===== config.mk =====
export PLATFORM = sky130hd
export DESIGN_NAME = uart_tx_ctrl
export DESIGN_NICKNAME = d
export VERILOG_FILES = /design/src/rtl/uart_pkg.sv /design/src/rtl/shift_reg.sv /design/src/rtl/uart_tx_ctrl.sv
export SDC_FILE = /design/constraint.sdc
export NUM_CORES = 1
export LEC_CHECK = 0
export CAP_MARGIN = 40
export CORE_ASPECT_RATIO = 1.1
export CORE_MARGIN = 10
export CORE_UTILIZATION = 54
export DETAILED_ROUTE_END_ITERATION = 10
export HOLD_SLACK_MARGIN = 0.03
export PLACE_DENSITY = 0.77
export SLEW_MARGIN = 30
export SYNTH_ARGS = -nofsm -noshare
export SYNTH_HDL_FRONTEND = slang
export SYNTH_HIERARCHICAL = 1
export SYNTH_SLANG_ARGS = --single-unit

===== constraint.sdc =====
create_clock -name clk -period 2.6 [get_ports clk]
set_input_delay 0.39 -clock clk [delete_from_list [all_inputs] [get_ports clk]]
set_output_delay 0.39 -clock clk [all_outputs]
set_load 0.02 [all_outputs]

===== src/rtl/uart_pkg.sv =====
// Shared UART definitions: FSM state encoding, shift-register control
// encodings and the oversampling ratio used by both tx and rx controllers.
package uart_pkg;

    // Baud generator produces this many s_tick strobes per bit period.
    localparam int OVERSAMPLE = 16;

    // Transmit FSM states; the numeric values are what fsm_state reports.
    typedef enum logic [2:0] {
        ST_IDLE   = 3'd0,
        ST_START  = 3'd1,
        ST_DATA   = 3'd2,
        ST_PARITY = 3'd3,
        ST_STOP   = 3'd4
    } tx_state_t;

    // Control encodings understood by shift_reg.
    typedef enum logic [1:0] {
        SR_LOAD  = 2'b00,
        SR_RIGHT = 2'b01,
        SR_LEFT  = 2'b10,
        SR_HOLD  = 2'b11
    } sr_ctrl_t;

endpackage


===== src/rtl/shift_reg.sv =====
// Generic N-bit shift register with parallel load, right/left shift and hold.
// Only changes when en is high; ctrl selects the operation.
module shift_reg
    import uart_pkg::*;
#(
    parameter int N = 8
) (
    input  logic         clk,
    input  logic         rst,
    input  logic         en,
    input  logic [1:0]   ctrl,
    input  logic [N-1:0] d,
    input  logic         si,
    output logic [N-1:0] q
);

    // Register update: load, shift in si from the selected end, or hold.
    always_ff @(posedge clk or negedge rst) begin
        if (!rst) begin
            q <= '0;
        end else if (en) begin
            case (ctrl)
                SR_LOAD:  q <= d;
                SR_RIGHT: q <= {si, q[N-1:1]};
                SR_LEFT:  q <= {q[N-2:0], si};
                default:  q <= q;
            endcase
        end
    end

endmodule


===== src/rtl/uart_tx_ctrl.sv =====
// UART transmit controller: frames a D_BIT word as start bit, data bits
// (LSB first), optional even parity and a stop period of SB_TICK ticks.
// Timing comes from a 16x oversampling s_tick strobe.
//
// Handshake: tx_start is a request that is taken only while the FSM is in
// IDLE; the cycle it is seen there is the acceptance cycle and din is
// captured on that edge. tx_busy is high from the cycle after acceptance
// through the tx_done_tick cycle. There is no backpressure and no queueing:
// a request outside IDLE is dropped.
module uart_tx_ctrl
    import uart_pkg::*;
#(
    parameter int D_BIT   = 8,
    parameter int SB_TICK = 16,
    parameter int PAR_EN  = 0
) (
    input  logic             clk,
    input  logic             rst,
    input  logic             s_tick,
    input  logic             tx_start,
    input  logic [D_BIT-1:0] din,
    output logic             tx,
    output logic             tx_busy,
    output logic             tx_done_tick,
    output logic [2:0]       fsm_state
);

    // Tick counter must reach the larger of the bit period and stop period.
    localparam int S_MAX = (SB_TICK - 1 > OVERSAMPLE - 1) ? SB_TICK - 1 : OVERSAMPLE - 1;
    localparam int S_W   = $clog2(S_MAX + 1);
    localparam int N_W   = (D_BIT > 1) ? $clog2(D_BIT) : 1;

    localparam logic [S_W-1:0] S_BIT_LAST  = S_W'(OVERSAMPLE - 1);
    localparam logic [S_W-1:0] S_STOP_LAST = S_W'(SB_TICK - 1);
    localparam logic [N_W-1:0] N_LAST      = N_W'(D_BIT - 1);

    tx_state_t      state, state_n;
    logic [S_W-1:0] s, s_n;
    logic [N_W-1:0] n, n_n;
    logic           par, par_n;
    logic           tx_n, busy_n, done_n;
    logic           sr_en;
    sr_ctrl_t       sr_ctrl;
    logic [D_BIT-1:0] sr_q;
    logic           sr_unused;

    shift_reg #(.N(D_BIT)) u_shift_reg (
        .clk  (clk),
        .rst  (rst),
        .en   (sr_en),
        .ctrl (sr_ctrl),
        .d    (din),
        .si   (1'b0),
        .q    (sr_q)
    );

    // Only the two low bits feed the line; the rest is shift storage.
    assign sr_unused = ^sr_q[D_BIT-1:2];
    assign fsm_state = state;

    // State, counters and line outputs; reset drops the line high at once.
    always_ff @(posedge clk or negedge rst) begin
        if (!rst) begin
            state        <= ST_IDLE;
            s            <= '0;
            n            <= '0;
            par          <= 1'b0;
            tx           <= 1'b1;
            tx_busy      <= 1'b0;
            tx_done_tick <= 1'b0;
        end else begin
            state        <= state_n;
            s            <= s_n;
            n            <= n_n;
            par          <= par_n;
            tx           <= tx_n;
            tx_busy      <= busy_n;
            tx_done_tick <= done_n;
        end
    end

    // Next-state, counter, shift control and registered-line values.
    always_comb begin
        state_n = state;
        s_n     = s;
        n_n     = n;
        par_n   = par;
        done_n  = 1'b0;
        sr_en   = 1'b0;
        sr_ctrl = SR_HOLD;
        tx_n    = 1'b1;

        case (state)
            ST_IDLE: begin
                if (tx_start) begin
                    sr_en   = 1'b1;
                    sr_ctrl = SR_LOAD;
                    s_n     = '0;
                    par_n   = 1'b0;
                    state_n = ST_START;
                end
            end
            ST_START: begin
                if (s_tick) begin
                    if (s == S_BIT_LAST) begin
                        s_n     = '0;
                        n_n     = '0;
                        state_n = ST_DATA;
                    end else begin
                        s_n = s + 1'b1;
                    end
                end
            end
            ST_DATA: begin
                if (s_tick) begin
                    if (s == S_BIT_LAST) begin
                        sr_en   = 1'b1;
                        sr_ctrl = SR_RIGHT;
                        par_n   = par ^ sr_q[0];
                        s_n     = '0;
                        if (n == N_LAST) begin
                            state_n = (PAR_EN != 0) ? ST_PARITY : ST_STOP;
                        end else begin
                            n_n = n + 1'b1;
                        end
                    end else begin
                        s_n = s + 1'b1;
                    end
                end
            end
            ST_PARITY: begin
                if (s_tick) begin
                    if (s == S_BIT_LAST) begin
                        s_n     = '0;
                        state_n = ST_STOP;
                    end else begin
                        s_n = s + 1'b1;
                    end
                end
            end
            ST_STOP: begin
                if (s_tick) begin
                    if (s == S_STOP_LAST) begin
                        s_n     = '0;
                        done_n  = 1'b1;
                        state_n = ST_IDLE;
                    end else begin
                        s_n = s + 1'b1;
                    end
                end
            end
            default: state_n = ST_IDLE;
        endcase

        // The line is registered, so it is derived from the state being
        // entered; in DATA it follows the shift register after this edge.
        case (state_n)
            ST_START:  tx_n = 1'b0;
            ST_DATA:   tx_n = (sr_en && sr_ctrl == SR_RIGHT) ? sr_q[1] : sr_q[0];
            ST_PARITY: tx_n = par_n;
            default:   tx_n = 1'b1;
        endcase

        // Busy covers the whole frame including the done-pulse cycle.
        busy_n = (state_n != ST_IDLE) || done_n;
    end

endmodule


==> results of run 1 <==
stage by stage:
stage	instance area [um^2]	cells	util	hold slack [ns]
3_5_place_dp	1610	194	0.643	0.483
2_1_floorplan	1410	149	-	0.0944
6_report	1660	198	0.664	0.414
4_1_cts	1660	198	0.664	0.411
3_3_place_gp	1610	194	0.643	0.471
5_1_grt	1660	198	0.664	0.412
placed cells by master, fill, tap and decap left out, types with 2 or more instances in the layout:
| cell type | count |
|---|---|
| dfrtp_1 | 21 |
| nand2_1 | 17 |
| clkdlybuf4s50_1 | 17 |
| o31ai_1 | 9 |
| a21oi_1 | 8 |
| a221oi_1 | 8 |
| nor2b_1 | 8 |
| buf_4 | 7 |
| inv_1 | 6 |
| ha_1 | 6 |
| nor2_1 | 5 |
| nor3_1 | 4 |
| o211ai_1 | 4 |
| o21ai_0 | 3 |
| mux2i_1 | 3 |
| nand4_1 | 3 |
| clkbuf_4 | 3 |
| nand2b_1 | 2 |
| or2_1 | 2 |
| a31oi_1 | 2 |
| conb_1 | 2 |
cell type report:
class | count | area, um^2
well taps | 31 | 38.8
fillers | 206 | 838
inverters | 7 | 26.3
multi-input cells | 110 | 766
clock buffers | 3 | 22.5
clock inverters | 1 | 30.0
repair buffers | 24 | 223
flip-flops and latches | 22 | 552
layer usage:
metal  part of all wire  wire length [um]  global-route usage  vias up
met5                  0                 0                   0        -
met4              0.016                51              0.0738        0
met3              0.039               124              0.0274        4
met2               0.51              1610               0.219       30
met1               0.44              1380               0.149      589
li1                   -                 -                   -      590
flip-flops by register name, indices dropped and copies added (netlist names):
name	flops
fsm_state	3
n	3
par	1
s	4
tx	1
tx_busy	1
tx_done_tick	1
u_shift_reg/q	8
kinds of logic (layout without fill, tap and decap cells):
| group | after synthesis | count (layout) | share of synthesized area |
|---|---|---|---|
| DFF | 22 | 22 | 0.392 |
| buffers and inverters | 17 | 35 | 0.0667 |
| and+or+nand+nor | 53 | 53 | 0.221 |
| AOI/OAI and AO/OA | 45 | 45 | 0.235 |
| other | 1 | 2 | 0.00266 |
| muxes | 4 | 4 | 0.0293 |
| adders and majority gates | 6 | 6 | 0.0533 |
path summary, 6_finish.rpt:
path / slack, ns / endpoint
max in group asynchronous: 1.91 / tx
setup reg to reg: 0.30 / u_shift_reg/q[4]
hold reg to reg: 0.52 / u_shift_reg/q[7]
hold / removal: 0.41 / s[2]
setup / recovery: 0.30 / u_shift_reg/q[4]
min in group clk: 0.52 / u_shift_reg/q[7]
critical path, delay by kind of cell, from the launching register on:
| kind | cells | cell delay (ns) |
|---|---|---|
| flip-flops | 1 | 0.50 |
| AND/OR/NAND/NOR | 1 | 0.58 |
| buffers and inverters | 1 | 0.10 |
| AO/OA/AOI/OAI | 3 | 0.55 |
| adder cells (fa/ha/maj) | 1 | 0.45 |
power by group through the flow:
stage | clock [mW] | sequential [mW] | combinational (mW)
floorplan | 0 | 0.607 | 0.540
global placement | 0 | 0.617 | 0.682
detailed placement | 0 | 0.627 | 0.721
CTS | 0.275 | 0.621 | 0.726
global route | 0.285 | 0.645 | 0.806
finish | 0.265 | 0.625 | 0.723
==> impl_metrics.ini, run 1 <==
[floorplanning]
dieArea_mm2 = 0.00505
io_pins = 18
dieWidth_um = 68.7
fp.dieH_um = 73.5
core_area_mm2 = 0.00250
rows = 19
start_util = 0.564

[run]
maxCapViolCount = 0

[power_and_ir_drop]
finalPower_mw = 1.61
switching_share = 0.406
clkPwrFrac = 0.164
power_frac_comb = 0.448
power.density_mw_per_mm2 = 973
seqPwrFrac = 0.387
p_sw_uw = 654
peakVddDrop_uv = 711
intPower_uw = 958
p_leak_nw = 0.709

[worst_setup_path]
path_cells = or4b_4, o21ai_1, inv_1, ha_1, a221oi_1, o31ai_1
cp-startpoint = fsm_state[2]
crit_fanout = 16
worstSetupEndpointType = flop
worstPathRequired_ns = 2.80
critPathKind = reg -> reg
critPathSlowestCell = or4b_4
arrival_ns = 2.50
cpPeakStageDelay_ns = 0.58
reg2reg_depth = 6
cp-start-kind = flop
r2r-start = fsm_state[2]

[cells_and_area]
finalNetCount = 186
drive_gt1_frac = 0.114
area_growth_pct = 17.8
insertedDiodeCount = 0

[clock_network]
cts_buffers = 3
cts_sinks = 22
htreeDepth = 1
clk_latency_ns = 0.31
cts_root_buf = clkbuf_4
cts_resized = 0
clkTransAtPathRegs_ns = 0.13
cts_tree = yes
cts.path.max_buffers = 2
ctsHoldBuffers = 0
post_cts_buffers = 0

[global_route]
grt_antenna_before_repair = 0
grt_pass1_vias = 1202
grt_overflow = 0
grt.total_usage = 0.131
grt_pass1_wl_mm = 5.26
grt_max_degree = 23

[sta]
drv_slew = 0
hold_viol_final = 0
worst_slew_pin_slew_ns = 0.690
setup_slack_ns = 0.303
fmax_mhz = 435
setup_viol = 0
maxSlewHeadroom = 0.538
setup_tns_ns = 0
fin_skew_ns = 0.00649
fin_crit_sh = 0.884
rsz0062_at_grt = false
timing.final.crit_period_ns = 2.30

[synth]
ys_top_cells_by_count = dfrtp_1, nand2_1, o31ai_1
syn_inst = 148
ys_types = 49
synth_edf_count = 0
seq_area_frac_synth = 0.392
ys_ff_latch = 22
yosysMostFrequentCell = dfrtp_1
ys_warn_count = 6
synth_top_area_cell = dfrtp_1
synth.cell_area_mm2 = 0.00141
synth_top_cell_area_share = 0.373
avgSynthCellArea_um2 = 9.51
postSynth.asyncResetShare = 1.00
synthTopCellsByArea = dfrtp_1, ha_1, a221oi_1, o31ai_1, nand2_1
ys.flop_type = dfrtp_1

[placed_design]
io_buffer_count = 17
place.gp.congestion = 0.790
dp_slack_ns = 0.0241
dp_hpwl_mm = 2.30

[worst_hold_path]
min_path_type = in -> async

[detailed_routing]
drt_iter0_markers = 115
wl_mm = 3.16
firstDrtPassIters = 6
wire_per_inst_um = 16.0
drc = 0
via_count = 1213
ant_nets = 0
vias_per_cell = 6.13

[outcome]
outcome = finished, final reports clean
(Power assumes the default switching activity.)
==> run 2: changes to the inputs <==
- TNS_END_PERCENT: default -> 100
==> results of run 2 <==
Same layout as run 1: the final DEF is identical, and so are final timing and power.
